[src/rtl/irda_fast_enable_gen_multi.sv]
// Fractional-N base tick generator for the IrDA MIR/FIR paths, with NDIV
// programmable TX/RX sub-dividers, glitch-free ratio reload and RX re-phasing.
module irda_fast_enable_gen_multi #(
  parameter int MULT      = 100000,
  parameter int CDR_WIDTH = 24,
  parameter int BUS_CLOCK = 200,
  parameter int BASE_MHZ  = 40,
  parameter int NDIV      = 3,
  parameter int DIV_WIDTH = 4
) (
  input  logic                      clk,
  input  logic                      wb_rst_n,
  input  logic                      enable,
  input  logic [CDR_WIDTH-1:0]      f_cdr,
  input  logic                      cdr_load,
  output logic                      cdr_ack,
  output logic                      cdr_err,
  input  logic                      tx_select,
  input  logic                      loopback_enable,
  input  logic [NDIV-1:0]           div_en,
  input  logic [NDIV*DIV_WIDTH-1:0] div_tc,
  input  logic                      rx_resync,
  output logic                      fast_enable,
  output logic [NDIV-1:0]           tx_tick,
  output logic [NDIV-1:0]           rx_tick
);

  localparam logic [CDR_WIDTH-1:0] LP_MULT      = CDR_WIDTH'(MULT);
  localparam logic [CDR_WIDTH-1:0] LP_RESET_CDR = CDR_WIDTH'((BUS_CLOCK / BASE_MHZ) * MULT);
  localparam logic [DIV_WIDTH-1:0] LP_ONE       = DIV_WIDTH'(1);

  logic [CDR_WIDTH-1:0] r_acc;
  logic [CDR_WIDTH-1:0] r_cur_cdr;
  logic [CDR_WIDTH-1:0] r_pend;
  logic                 r_pend_valid;
  logic                 r_fast_enable;
  logic                 r_cdr_ack;
  logic                 r_cdr_err;
  logic [DIV_WIDTH-1:0] r_tx_cnt [NDIV];
  logic [DIV_WIDTH-1:0] r_rx_cnt [NDIV];
  logic [NDIV-1:0]      r_tx_tick;
  logic [NDIV-1:0]      r_rx_tick;

  logic                 w_load_ok;
  logic                 w_load_bad;
  logic                 w_fire;
  logic [CDR_WIDTH-1:0] w_next_cdr;
  logic                 w_ftx;
  logic                 w_frx;
  logic [DIV_WIDTH-1:0] w_tc [NDIV];

  // A ratio of one base period or less could never let the accumulator count down.
  assign w_load_ok  = cdr_load && (f_cdr > LP_MULT);
  assign w_load_bad = cdr_load && !(f_cdr > LP_MULT);
  assign w_fire     = (r_acc <= LP_MULT);
  assign w_next_cdr = r_pend_valid ? r_pend : r_cur_cdr;

  // Held-off enable keeps counters frozen on the first disabled cycle too.
  assign w_ftx = r_fast_enable & enable & (loopback_enable | tx_select);
  assign w_frx = r_fast_enable & enable & (loopback_enable | ~tx_select);

  for (genvar g = 0; g < NDIV; g++) begin : g_tc
    assign w_tc[g] = div_tc[g*DIV_WIDTH +: DIV_WIDTH];
  end

  always_ff @(posedge clk or negedge wb_rst_n) begin
    if (!wb_rst_n) begin
      r_acc         <= LP_RESET_CDR;
      r_cur_cdr     <= LP_RESET_CDR;
      r_pend        <= '0;
      r_pend_valid  <= 1'b0;
      r_fast_enable <= 1'b0;
      r_cdr_ack     <= 1'b0;
      r_cdr_err     <= 1'b0;
    end else begin
      r_cdr_ack <= 1'b0;
      r_cdr_err <= w_load_bad;
      if (!enable) begin
        r_fast_enable <= 1'b0;
        if (w_load_ok) begin
          r_cur_cdr    <= f_cdr;
          r_acc        <= f_cdr;
          r_pend_valid <= 1'b0;
          r_cdr_ack    <= 1'b1;
        end else begin
          r_acc <= r_cur_cdr;
        end
      end else begin
        if (w_load_ok) begin
          r_pend       <= f_cdr;
          r_pend_valid <= 1'b1;
        end
        if (w_fire) begin
          r_fast_enable <= 1'b1;
          r_acc         <= r_acc + w_next_cdr - LP_MULT;
          // A load arriving on the application cycle stays pending for the next tick.
          if (r_pend_valid) begin
            r_cur_cdr <= r_pend;
            r_cdr_ack <= 1'b1;
            if (!w_load_ok) begin
              r_pend_valid <= 1'b0;
            end
          end
        end else begin
          r_fast_enable <= 1'b0;
          r_acc         <= r_acc - LP_MULT;
        end
      end
    end
  end

  always_ff @(posedge clk or negedge wb_rst_n) begin
    if (!wb_rst_n) begin
      r_tx_tick <= '0;
      r_rx_tick <= '0;
      for (int i = 0; i < NDIV; i++) begin
        r_tx_cnt[i] <= '0;
        r_rx_cnt[i] <= '0;
      end
    end else begin
      for (int i = 0; i < NDIV; i++) begin
        if (!div_en[i]) begin
          r_tx_cnt[i]  <= w_tc[i];
          r_tx_tick[i] <= 1'b0;
        end else if (w_ftx) begin
          if (r_tx_cnt[i] == '0) begin
            r_tx_tick[i] <= 1'b1;
            r_tx_cnt[i]  <= w_tc[i];
          end else begin
            r_tx_tick[i] <= 1'b0;
            r_tx_cnt[i]  <= r_tx_cnt[i] - LP_ONE;
          end
        end else begin
          r_tx_tick[i] <= 1'b0;
        end

        // Resync lands the RX counter at mid-bit and wins over any base tick.
        if (!div_en[i]) begin
          r_rx_cnt[i]  <= w_tc[i];
          r_rx_tick[i] <= 1'b0;
        end else if (rx_resync) begin
          r_rx_cnt[i]  <= w_tc[i] >> 1;
          r_rx_tick[i] <= 1'b0;
        end else if (w_frx) begin
          if (r_rx_cnt[i] == '0) begin
            r_rx_tick[i] <= 1'b1;
            r_rx_cnt[i]  <= w_tc[i];
          end else begin
            r_rx_tick[i] <= 1'b0;
            r_rx_cnt[i]  <= r_rx_cnt[i] - LP_ONE;
          end
        end else begin
          r_rx_tick[i] <= 1'b0;
        end
      end
    end
  end

  assign fast_enable = r_fast_enable;
  assign cdr_ack     = r_cdr_ack;
  assign cdr_err     = r_cdr_err;
  assign tx_tick     = r_tx_tick;
  assign rx_tick     = r_rx_tick;

endmodule

[config.mk]
export PLATFORM = sky130hd
export DESIGN_NAME = irda_fast_enable_gen_multi
export DESIGN_NICKNAME = d
export VERILOG_FILES = /design/src/rtl/irda_fast_enable_gen_multi.sv
export SDC_FILE = /design/constraint.sdc
export NUM_CORES = 1
export LEC_CHECK = 0
export BUFFER_PORTS_ARGS = -buffer_cell sky130_fd_sc_hd__buf_2
export CAP_MARGIN = 20
export CORE_ASPECT_RATIO = 0.8
export CORE_MARGIN = 4
export CORE_UTILIZATION = 40
export CTS_BUF_LIST = sky130_fd_sc_hd__clkbuf_8
export DETAILED_ROUTE_END_ITERATION = 10
export PLACE_DENSITY_LB_ADDON = 0.3
export SLEW_MARGIN = 5
export SYNTH_ARGS = -nofsm -noshare
export SYNTH_HDL_FRONTEND = slang
export SYNTH_SLANG_ARGS = --single-unit
[constraint.sdc]
create_clock -name clk -period 5.1 [get_ports clk]
set_input_delay 1.275 -clock clk [delete_from_list [all_inputs] [get_ports clk]]
set_output_delay 1.275 -clock clk [all_outputs]
set_load 0.01 [all_outputs]
== Yosys cells after proc, flatten, opt, wreduce, memory -nomap -nowiden ==
Cells that the tools add are included.

* Register bits after elaboration: 106
* Input bits: 46
* Output and inout port bits: 9
* Logic and storage cells: 110

* Add/sub/neg operators: 9
* $lt $le $gt $ge: 2
* Equality and inequality tests: 7
* Muxes and demuxes: 60
* Bitwise gates (word level): 6
* Reductions and logical operators: 11

{| class="wikitable"
|+ Operators by type and width
! operator !! count
|-
| $mux 24 || 6
|-
| $mux 4 || 21
|-
| $sub 24x17->24 const B || 2
|-
| $mux 1 || 33
|-
| $add 24x24->24 || 1
|-
| $gt 24x17->1 const B || 1
|-
| $le 24x17->1 const B || 1
|-
| $logic_not 4->1 || 6
|-
| $sub 4x1->4 const B || 6
|-
| $ne 3x1->1 const B || 3
|-
| $ne 2x1->1 const B || 4
|-
| $and 1x1->1 || 3
|-
| $logic_and 1x1->1 || 2
|-
| $or 1x1->1 || 2
|-
| $reduce_and 2->1 || 1
|-
| $reduce_bool 2->1 || 1
|-
| $logic_not 1->1 || 1
|-
| $not 1->1 || 1
|}

== Longest topological paths before layout ==
* Word-level depth: 7
* Mapped depth: 15
* Gate-level depth less buffers: 11

== Worst setup path after synthesis ==
OpenSTA, ideal clock, no wires.

* Path type: reg-to-reg
* From: register r_pend_valid
* To: register r_acc[20]
* Library setup time: 0.094 ns
* Arrival: 3.533 ns
* Required time: 5.006 ns
* Setup slack: 1.473 ns
* Stages on the path, launching flop included: 16
* Buffers on the path: 4
* Period minus slack after synthesis: 3.627 ns
* Cells stage by stage: dfrtp_1 > clkbuf_1 > buf_2 > buf_2 > mux2i_1 > ha_1 > inv_1 > ha_1 > buf_2 > a21o_1 > a21o_1 > a21oi_1 > nand2_1 > o311ai_0 > mux2_2 > a211oi_1

* Longest elaborated chain between the ends: 5

{| class="wikitable"
|+ RTL lines
! item !! RTL line !! text
|-
| start, declared || 35 || <nowiki>logic r_pend_valid;</nowiki>
|-
| start signal, assigned || 71 || <nowiki>r_pend_valid <= 1'b0;</nowiki>
|-
| start signal, assigned || 83 || <nowiki>r_pend_valid <= 1'b0;</nowiki>
|-
| start signal, assigned || 91 || <nowiki>r_pend_valid <= 1'b1;</nowiki>
|-
| $mux 24 || n/a ||
|-
| $add 24x24->24 || 95 || <nowiki>r_acc <= r_acc + w_next_cdr - LP_MULT;</nowiki>
|-
| $sub 24x17->24 || 95 ||
|-
| $mux 24 || 93 || <nowiki>if (w_fire) begin</nowiki>
|-
| $mux 24 || 78 || <nowiki>if (!enable) begin</nowiki>
|-
| end signal, assigned || 82 || <nowiki>r_acc <= f_cdr;</nowiki>
|-
| end signal, assigned || 86 || <nowiki>r_acc <= r_cur_cdr;</nowiki>
|-
| end signal, assigned || 95 ||
|-
| end, declared || 32 || <nowiki>logic [CDR_WIDTH-1:0] r_acc;</nowiki>
|}

No other way between the ends.
A chain may end at the register's enable or synchronous reset.

== Worst setup path in the final report ==
Ends and elaborated chain as after synthesis.

==> impl_metrics.prom <==
# TYPE chip_impl_metric gauge
chip_impl_metric{name="totalWireLength",unit="mm"} 18.6
chip_impl_metric{name="fmax",unit="GHz"} 0.257
chip_impl_metric{name="cts_inserted_buffers",unit=""} 9
chip_impl_metric{name="drive_gt1_share",unit="%"} 17.2
chip_impl_metric{name="synthesis.area_per_instance",unit="sq um"} 9.16
chip_impl_info{name="capturing_element_type_of_the_critical_path",value="flop"} 1
chip_impl_info{name="synth.largest_area_cell",value="sky130_fd_sc_hd__dfrtp_1"} 1
chip_impl_info{name="run_status",value="finished clean"} 1
chip_impl_metric{name="post-place-ws",unit="ns"} 1.21
chip_impl_info{name="root_buffer",value="sky130_fd_sc_hd__clkbuf_8"} 1
chip_impl_metric{name="final_setup_violation_count",unit=""} 0
chip_impl_metric{name="cts_setup_buffers",unit=""} 0
chip_impl_metric{name="worst_path_max_fanout",unit=""} 24
chip_impl_metric{name="finalHoldWorstSlack",unit="ns"} 0.515
chip_impl_metric{name="totalPowerFinal",unit="mW"} 3.67
chip_impl_info{name="worstHoldPathType",value="reg -> reg"} 1
chip_impl_metric{name="cts_hold_buf",unit=""} 0
chip_impl_metric{name="fin_tns_setup",unit="ns"} 0
chip_impl_metric{name="clock_sink_total",unit=""} 106
chip_impl_metric{name="rr_worst_depth",unit=""} 10
chip_impl_metric{name="ys_warn_count",unit=""} 0
chip_impl_info{name="synth-main-ff-cell",value="sky130_fd_sc_hd__dfrtp_1"} 1
chip_impl_metric{name="drt-wirelength-per-cell",unit="um"} 16.5
chip_impl_metric{name="number_of_global_route_vias_before_repair",unit=""} 5801
chip_impl_metric{name="critPathRequiredTime",unit="ns"} 5.40
chip_impl_metric{name="critPathBufInv",unit=""} 1
chip_impl_info{name="clock_tree_from_tritoncts",value="done"} 1
chip_impl_metric{name="drt-initial-drc-count",unit=""} 518
chip_impl_metric{name="worst-path-stages",unit=""} 10
chip_impl_metric{name="worst_margin_pin_slew",unit="ns"} 0.849
chip_impl_metric{name="postLayoutCoreUtil",unit="%"} 44.9
chip_impl_info{name="mostFrequentLayoutCell",value="sky130_fd_sc_hd__nand2_1"} 1
chip_impl_metric{name="placement_rows",unit=""} 44
chip_impl_metric{name="final_number_of_max_transition_violations",unit=""} 0
chip_impl_metric{name="post-route-drc-count",unit=""} 0
chip_impl_metric{name="static_leakage",unit="nW"} 3.76
chip_impl_metric{name="initial_utilization",unit="%"} 41.4
chip_impl_metric{name="synth.top_cell.area_share",unit="%"} 30.1
chip_impl_metric{name="port-buffer-count",unit=""} 54
chip_impl_metric{name="use_met3",unit="%"} 3.01
chip_impl_metric{name="worst_skew_pair.late_latency",unit="ns"} 0.39
chip_impl_metric{name="synth_edf_count",unit=""} 0
chip_impl_metric{name="vdd_ir_drop_max",unit="uV"} 222
chip_impl_metric{name="antenna-diode-count",unit=""} 0
chip_impl_metric{name="worstHoldPathCells",unit=""} 1
chip_impl_metric{name="synthCells",unit=""} 834
chip_impl_metric{name="setup_slack",unit="ns"} 1.21
chip_impl_metric{name="critPathArrivalTime",unit="ns"} 4.19
chip_impl_metric{name="mappedNetlistArea",unit="sq mm"} 0.00764
chip_impl_info{name="top_usage_layer",value="met1"} 1
chip_impl_metric{name="die_h",unit="um"} 132
chip_impl_metric{name="die-width",unit="um"} 163
chip_impl_metric{name="detailed_place_hpwl",unit="mm"} 13.7
chip_impl_metric{name="route.vias.total",unit=""} 6207
chip_impl_metric{name="grt_overflow_total",unit=""} 0
chip_impl_metric{name="num_io_pins",unit=""} 55
chip_impl_metric{name="largest_net_degree_at_the_start_of_global_routing",unit=""} 60
chip_impl_metric{name="mappedNetlistNets",unit=""} 933
chip_impl_metric{name="grt_util_all_layers",unit="%"} 17.4
chip_impl_info{name="final_cell_mix",value="95 x sky130_fd_sc_hd__nand2_1, 92 x sky130_fd_sc_hd__dfrtp_1, 62 x sky130_fd_sc_hd__inv_1"} 1
chip_impl_metric{name="antenna_violating_nets_post_route",unit=""} 0
chip_impl_info{name="timing.critical_path.max_delay_family",value="compound AO/OA/AOI/OAI gates"} 1
chip_impl_metric{name="placeableCoreArea",unit="sq mm"} 0.0184
chip_impl_metric{name="async_s_r_ff_share_synth",unit="%"} 100
chip_impl_metric{name="yosys.cell_types.count",unit=""} 78
chip_impl_metric{name="fill_cells",unit=""} 1805
chip_impl_metric{name="period_needed",unit="ns"} 3.89
chip_impl_metric{name="cellPowerDensity",unit="mW/mm^2"} 443
chip_impl_info{name="slowest_stage_cell_on_the_critical_path",value="sky130_fd_sc_hd__o311ai_0"} 1
chip_impl_metric{name="final_hold_viol_count",unit=""} 0
chip_impl_info{name="timing.setup.critical_path_class",value="reg -> reg"} 1
chip_impl_metric{name="cts.reportedPaths.clkPinSlew",unit="ns"} 0.10
chip_impl_metric{name="ys_ff_latch",unit=""} 106
chip_impl_metric{name="grt.met1_usage",unit="%"} 27.5
chip_impl_info{name="timing.critical_path.cells",value="buf_4 -> mux2_2 -> ha_1 -> ha_1 -> a21o_1 -> a21oi_1 -> o21ai_0 -> o311ai_0 -> mux2_2 -> a211oi_1"} 1
chip_impl_metric{name="clock_tree.htree_level_count",unit=""} 3
chip_impl_metric{name="fin_crit_sh",unit="%"} 76.3
chip_impl_metric{name="cells_resized_by_post_cts_repair",unit=""} 0
chip_impl_metric{name="design.die.area",unit="sq mm"} 0.0214
chip_impl_metric{name="setup_skew_after_layout",unit="ns"} 0.0153
chip_impl_metric{name="num-nets-final",unit=""} 971
chip_impl_metric{name="place_congestion",unit=""} 0.897
chip_impl_metric{name="maxCapViolCount",unit=""} 0
chip_impl_metric{name="wire_length_of_the_first_global_routing_pass",unit="mm"} 30.6
chip_impl_metric{name="drt_first_pass_iters",unit=""} 5
chip_impl_info{name="critical_path_start_type",value="flop"} 1
chip_impl_metric{name="clk_path_buf_depth",unit=""} 2
chip_impl_metric{name="critPathMaxStageDelay",unit="ns"} 0.50
chip_impl_metric{name="grt_use_met2",unit="%"} 25.2
chip_impl_metric{name="routed_via_density",unit=""} 5.49
chip_impl_metric{name="flow.area_growth_from_synthesis",unit="%"} 8.38
chip_impl_metric{name="initial_antenna_violation_count",unit=""} 0
chip_impl_info{name="synth.area.top_cells",value="sky130_fd_sc_hd__dfrtp_1 30%, sky130_fd_sc_hd__ha_1 8.5%, sky130_fd_sc_hd__mux2_2 6.2%, sky130_fd_sc_hd__mux2i_1 5.0%, sky130_fd_sc_hd__dfstp_2 4.8%"} 1
chip_impl_metric{name="slew_headroom",unit="%"} 43.3
chip_impl_metric{name="synth_seq_area_share",unit="%"} 34.9
chip_impl_info{name="rsz_0062_raised_after_global_routing",value="no"} 1
-- flip-flops by register name (all words and copies together), names as in the netlist --
signal        count
cdr_err           1
tx_tick           3
r_tx_cnt         12
r_rx_cnt         12
r_cur_cdr        24
r_acc            24
cdr_ack           1
rx_tick           3
fast_enable       1
r_pend           24
r_pend_valid      1
-- logic make-up after synthesis --
family	count (synthesis)	synth area share, %
compound gates	232	20.0
simple gates	227	14.7
flops	106	34.9
buf+inv	94	5.39
mux	88	12.3
fa+ha+maj	53	8.78
xor+xnor	34	3.90
-- power breakdown --
part / total (mW) / leakage, nW / internal (mW) / switching, mW
sequential: 1.16 / 1.26 / 1.00 / 0.152
clock: 0.540 / 0.101 / 0.228 / 0.313
combinational: 1.97 / 2.40 / 0.856 / 1.11
-- final timing paths --
kind | from | end | slack [ns]
max | r_pend_valid$_DFFE_PN0P_ | r_acc[20]$_DFF_PN0_ | 1.21
min | r_pend[9]$_DFFE_PN0P_ | r_pend[9]$_DFFE_PN0P_ | 0.52
max reg2reg | r_pend_valid$_DFFE_PN0P_ | r_acc[20]$_DFF_PN0_ | 1.21
min reg2reg | r_pend[9]$_DFFE_PN0P_ | r_pend[9]$_DFFE_PN0P_ | 0.52
max in group asynchronous | wb_rst_n | r_acc[13]$_DFF_PN1_ | 3.28
min in group asynchronous | wb_rst_n | r_tx_cnt[1]$_DFFE_PN0P_ | 0.90
-- per-layer routing --
layer / routed length (um) / part of all wire (%)
met1: 9780 / 52
met2: 7760 / 42
met3: 953 / 5.1
met4: 141 / 0.76
met5: 0 / 0
-- final cells by class --
cell class / count / area [sq um] / share of cell area, %
Sequential cell: 106 / 2670 / 32.2
Multi-Input combinational cell: 634 / 4560 / 55.1
Inverter: 62 / 233 / 2.81
Timing Repair Buffer: 59 / 310 / 3.75
Clock buffer: 9 / 124 / 1.50
Clock inverter: 7 / 68.8 / 0.831
Tap cell: 253 / 317 / 3.82
-- synth_stat cells (all sizes together), types with 3 or more instances --
| library cell | instances |
|---|---|
| a21o | 18 |
| xnor2 | 24 |
| nor2 | 44 |
| or3 | 5 |
| inv | 62 |
| and4 | 4 |
| o22a | 4 |
| a211oi | 12 |
| dfrtp | 92 |
| o21bai | 3 |
| a221oi | 3 |
| o22ai | 5 |
| a21boi | 7 |
| or2 | 4 |
| o21ai | 59 |
| o21a | 3 |
| o41ai | 3 |
| nor3 | 18 |
| nor4 | 12 |
| clkbuf | 15 |
| and2 | 6 |
| xor2 | 10 |
| nand4 | 3 |
| mux2 | 50 |
| nand3 | 10 |
| ha | 52 |
| a31oi | 10 |
| and3 | 7 |
| o211ai | 18 |
| a21oi | 60 |
| mux2i | 38 |
| nor2b | 4 |
| buf | 17 |
| nand2 | 96 |
| or4 | 7 |
| dfstp | 14 |
-- worst reg2reg max path: stages, from the launching register on --
cell	delay [ns]
sky130_fd_sc_hd__dfrtp_1	0.43
sky130_fd_sc_hd__buf_4	0.41
sky130_fd_sc_hd__mux2_2	0.41
sky130_fd_sc_hd__ha_1	0.28
sky130_fd_sc_hd__ha_1	0.34
sky130_fd_sc_hd__a21o_1	0.21
sky130_fd_sc_hd__a21oi_1	0.34
sky130_fd_sc_hd__o21ai_0	0.26
sky130_fd_sc_hd__o311ai_0	0.50
sky130_fd_sc_hd__mux2_2	0.39
sky130_fd_sc_hd__a211oi_1	0.23
-- metrics by stage --
stage,std cells,instance area [sq um]
after floorplan,834,7640
after global placement,1114,8090
after detailed placement,1114,8090
after CTS,1130,8280
after global routing,1130,8280
final,1130,8280
(Power assumes the default switching activity.)
